===== src/rtl/bfm_adder_pkg.sv =====
// rtl/bfm_adder_pkg.sv - shared constants and types for the bfm_adder slice
//
// Purpose: default operand width, the deepest supported pipeline, and the
//          byte operand type used by the adder and its harness.
// Ports:   none (package).

package bfm_adder_pkg;

    localparam int DEFAULT_WIDTH = 8;
    localparam int MAX_LATENCY   = 8;

    typedef logic [7:0] byte_t;

endpackage : bfm_adder_pkg


===== src/rtl/bfm_adder_delay.sv =====
// rtl/bfm_adder_delay.sv - fixed-depth shift register with asynchronous clear
//
// Purpose: delays a data word by DEPTH rising edges, one word per cycle,
//          with no stall; every stage clears immediately on i_rst.
// Ports:
//   i_clk   rising-edge clock
//   i_rst   asynchronous active-high clear of all stages
//   i_data  word entering the first stage
//   o_data  word leaving the last stage (DEPTH edges after entry)

module bfm_adder_delay #(
    parameter int WIDTH = 9,
    parameter int DEPTH = 1
) (
    input  logic             i_clk,
    input  logic             i_rst,
    input  logic [WIDTH-1:0] i_data,
    output logic [WIDTH-1:0] o_data
);

    logic [WIDTH-1:0] r_stage [DEPTH];

    always_ff @(posedge i_clk or posedge i_rst) begin
        if (i_rst) begin
            for (int i = 0; i < DEPTH; i++) begin
                r_stage[i] <= '0;
            end
        end else begin
            r_stage[0] <= i_data;
            for (int i = 1; i < DEPTH; i++) begin
                r_stage[i] <= r_stage[i-1];
            end
        end
    end

    assign o_data = r_stage[DEPTH-1];

endmodule : bfm_adder_delay


===== src/rtl/bfm_adder.sv =====
// rtl/bfm_adder.sv - free-running registered unsigned adder with fixed latency
//
// Purpose: samples A_s and B_s every rising edge and presents their
//          modulo-2^WIDTH sum plus carry LATENCY edges later.
// Ports:
//   clk_i    rising-edge system clock
//   reset_i  asynchronous active-high reset; clears every pipeline stage
//   A_s      operand A, unsigned
//   B_s      operand B, unsigned
//   res_o    registered sum[WIDTH-1:0]
//   carry_o  registered sum[WIDTH], aligned with res_o

module bfm_adder
    import bfm_adder_pkg::*;
#(
    parameter int WIDTH   = DEFAULT_WIDTH,
    parameter int LATENCY = 1
) (
    input  logic             clk_i,
    input  logic             reset_i,
    input  logic [WIDTH-1:0] A_s,
    input  logic [WIDTH-1:0] B_s,
    output logic [WIDTH-1:0] res_o,
    output logic             carry_o
);

    generate
        if (LATENCY < 1 || LATENCY > MAX_LATENCY) begin : g_bad_latency
            $error("bfm_adder: LATENCY must be within 1..%0d", MAX_LATENCY);
        end
    endgenerate

    // Widen before adding so the carry lands in the top bit.
    logic [WIDTH:0] w_sum;
    assign w_sum = {1'b0, A_s} + {1'b0, B_s};

    // First stage: the sampling register, present for every latency.
    logic [WIDTH:0] r_sum;

    always_ff @(posedge clk_i or posedge reset_i) begin
        if (reset_i) begin
            r_sum <= '0;
        end else begin
            r_sum <= w_sum;
        end
    end

    logic [WIDTH:0] w_out;

    generate
        if (LATENCY == 1) begin : g_direct
            assign w_out = r_sum;
        end else begin : g_delayed
            // Carry travels with the sum so the two stay aligned.
            bfm_adder_delay #(
                .WIDTH (WIDTH + 1),
                .DEPTH (LATENCY - 1)
            ) u_delay (
                .i_clk  (clk_i),
                .i_rst  (reset_i),
                .i_data (r_sum),
                .o_data (w_out)
            );
        end
    endgenerate

    assign res_o   = w_out[WIDTH-1:0];
    assign carry_o = w_out[WIDTH];

endmodule : bfm_adder


===== config.mk =====
export PLATFORM = sky130hd
export DESIGN_NAME = bfm_adder
export DESIGN_NICKNAME = d
export VERILOG_FILES = /design/src/rtl/bfm_adder_pkg.sv /design/src/rtl/bfm_adder_delay.sv /design/src/rtl/bfm_adder.sv
export SDC_FILE = /design/constraint.sdc
export NUM_CORES = 1
export LEC_CHECK = 0
export ABC_AREA = 0
export BUFFER_PORTS_ARGS = -buffer_cell sky130_fd_sc_hd__buf_2
export CAP_MARGIN = 10
export CELL_PAD_IN_SITES_DETAIL_PLACEMENT = 2
export CELL_PAD_IN_SITES_GLOBAL_PLACEMENT = 2
export CORE_ASPECT_RATIO = 0.9
export CORE_MARGIN = 1.5
export CORE_UTILIZATION = 24
export CTS_BUF_LIST = sky130_fd_sc_hd__clkbuf_8
export CTS_CLUSTER_DIAMETER = 50
export DETAILED_ROUTE_END_ITERATION = 10
export GPL_TIMING_DRIVEN = 1
export PLACE_DENSITY = 0.74
export SYNTH_ARGS = -nofsm -noshare
export SYNTH_HDL_FRONTEND = slang
export SYNTH_SLANG_ARGS = --single-unit

===== constraint.sdc =====
create_clock -name clk_i -period 0.8 [get_ports clk_i]
set_input_delay 0.04 -clock clk_i [delete_from_list [all_inputs] [get_ports clk_i]]
set_output_delay 0.04 -clock clk_i [all_outputs]
set_load 0.03 [all_outputs]

==> run summary <==
Area growth from synthesis to layout -> 113.8%
Register area share after synthesis -> 0.4072
Worst hold slack -> 0.02494 ns
Via Count -> 610
Number of synthesized register bits -> 9
Mapped Area -> 553.0 µm²
Max_slew headroom -> 0.7558
Largest regs -> r_sum (9)
Longest Clk Path Bufs -> 2
Min-Delay Path Class -> input port to flip-flop
Crit path launch type -> input port
Wire length per cell -> 18.70 µm
Syn Nets -> 79
Distinct cells, synth -> 21
Max Clock Freq -> 938.2 MHz
Vias per cell -> 4.729
Grt ovf -> 0
Worst path top cell family by delay -> adder cells
Max IR drop VDD -> 1.100 mV
CTS tree -> yes
Outcome -> complete, but fails checks
Critical Path Slowest Stage Cell -> fa_2
WL met2 -> 1408 µm
Post-DP HPWL -> 1429 µm
Met1 WL -> 895 µm
CP endpoint kind -> flip-flop
Max incr delay on CP -> 0.37 ns
Final ANT Viol Nets -> 0
# IOs -> 27
Buffers & Inverters on Critical Path -> 1
Post-route cell area -> 0.001182 mm²
Port Buffers -> 26
Initial antenna violation count -> 0
PwrDens -> 1722 mW/mm²
Largest register FFs -> 9
Tcrit/Tclk final -> 1.332
CP arrival -> 1.18 ns
Die Ht -> 48.54 µm
Unrepaired setup endpoints after global routing -> true
Total Wirelength -> 2412 µm
Htree depth -> 1
CTS buffer count -> 3
Setup-failing EPs final -> 7
Share of cells above drive strength 1 -> 0.6275
DRT Pass-1 Iters -> 4
DR iter-0 viols -> 7
Largest net degree at the start of global routing -> 10
Top Layer Used -> met4
Fin crit period -> 1.066 ns
Crit-path cells -> buf_6 > ha_4 > fa_2 > a21oi_2 > nor2_1 > nor2_1 > o21ai_1
GP Congestion -> 0.7318
Util after Layout -> 0.5419
WHS Endpoint -> r_sum[0]$_DFF_PP0_
Syn avg cell area -> 10.64 µm²
Core area -> 0.002182 mm²
Static Leak -> 0.5515 nW
Nets -> 130
Reg with most FFs -> r_sum
Actual slew at the worst max-slew pin -> 0.3658 ns
Max_cap viols -> 0
# diodes -> 0
Die Area -> 0.002602 mm²
Failing checks -> setup timing
Most frequent CP cell -> nor2_1
Worst path required time -> 0.91 ns
Die W -> 53.60 µm
Worst hold stages -> 2
Total Routing Usage GR -> 0.1725
Fin. max-slew vios -> 0
DR WL met3 -> 100 µm
WS Path Type -> input port to flip-flop
Filler cells -> 238
DRC -> 0
Crit path depth -> 7
Vias in the first global route -> 693
Yosys warning count -> 0
Worst Hold Launch -> A_s[0]
Clk sinks -> 9
Worst-path maximum fanout -> 2
Final hold violation count -> 0
Root Buffer -> clkbuf_8
First-pass GRT wire length -> 3180 µm
Initial Utilization -> 0.2534
Final worst slack -> -0.2658 ns
Cell Area, Placed -> 883.3 µm²
Row count -> 16
Gate Count Post-Synth -> 52
Clock transition at the registers of the reported paths -> 0.05 ns
==> Yosys cell counts, drive strengths merged <==
master   n  area [µm²]
ha       8       100.1
o21bai   1       7.510
a21oi    5       25.02
nor2     2       7.510
mux2i    1       10.01
a311o    2       20.02
xor2     2       17.52
nor3     2       10.01
xnor2    2       17.52
nor2b    2       12.51
inv      4       15.01
fa       1       20.02
a2111oi  1       8.760
nand3    2       10.01
nand2    3       11.26
nor4     1       6.260
dfrtp    9       225.2
a21o     2       15.01
a221oi   1       8.760
o21ai    1       5.000
==> routing by layer <==
metal  vias up  global-route usage
met5         -                   0
met2        17              0.3086
li1        289                   -
met4         0             0.03846
met1       302              0.1904
met3         2             0.05864
==> kinds of logic (layout without fill, tap and decap cells) <==
group	Yosys count	in the layout	synth area share
compound gates	13	13	0.1629
simple gates	12	12	0.1041
fa+ha+maj	9	9	0.2172
flops	9	9	0.4072
xor+xnor	4	4	0.06336
buf+inv	4	54	0.02714
mux	1	1	0.01810
==> cells in the final DEF, fill, tap and decap left out, types with 2 or more instances in the layout <==
master    count
nor2b_1       2
a21oi_1       2
dfrtp_1       9
a21o_1        2
buf_4        15
ha_4          5
buf_2         7
ha_1          2
nand2_1       2
clkbuf_8      3
buf_6        23
inv_1         4
nor2_1        2
xor2_1        2
a21oi_4       2
a311o_1       2
nor3_1        2
==> layout make-up <==
class                   count  area [µm²]  area share
multi-input cells          39       446.7      0.3778
flip-flops and latches      9       225.2      0.1905
clock buffers               3       41.29     0.03492
clock inverters             1       3.754    0.003175
well taps                  27       33.78     0.02857
repair buffers             46       416.7      0.3524
inverters                   4       15.01     0.01270
==> through the flow <==
step                      power (mW)  cells  setup WS, ns  setup TNS (ns)
after detailed placement       1.260    117       -0.5031          -2.943
after global routing           2.166    129       -0.2934          -1.776
after floorplan               0.9912     52       -0.2834          -1.256
after global placement         1.231    117       -0.4481          -2.612
after CTS                      1.880    127       -0.2162          -1.188
final                          2.036    129       -0.2658          -1.586
==> worst max path at each step <==
stage            from            endpoint  slack (ns)
2_1_floorplan  A_s[0]  r_sum[6]$_DFF_PP0_       -0.28
3_3_place_gp   A_s[0]  r_sum[6]$_DFF_PP0_       -0.45
3_5_place_dp   A_s[0]  r_sum[6]$_DFF_PP0_       -0.50
4_1_cts        B_s[0]  r_sum[6]$_DFF_PP0_       -0.22
5_1_grt        B_s[0]  r_sum[8]$_DFF_PP0_       -0.29
6_report       B_s[0]  r_sum[8]$_DFF_PP0_       -0.27
==> power breakdown <==
group	total [mW]	internal, mW	switching [mW]	leakage (nW)
sequential	0.577	0.537	0.0403	0.105
combinational	0.947	0.480	0.467	0.419
clock	0.512	0.334	0.178	0.0269
total	2.04	1.35	0.685	0.552
==> timing repair <==
| action | CTS | global route |
|---|---|---|
| hold buffers | 1 | 0 |
| cloned | 0 | 0 |
| setup endpoints to repair | 10 | 16 |
| resized for setup | 15 | 33 |
| pin swaps | 9 | 16 |
| buffers inserted | 5 | 2 |
| hold endpoints to repair | 9 | 0 |
Note: power is estimated with default switching activity, not from simulation.
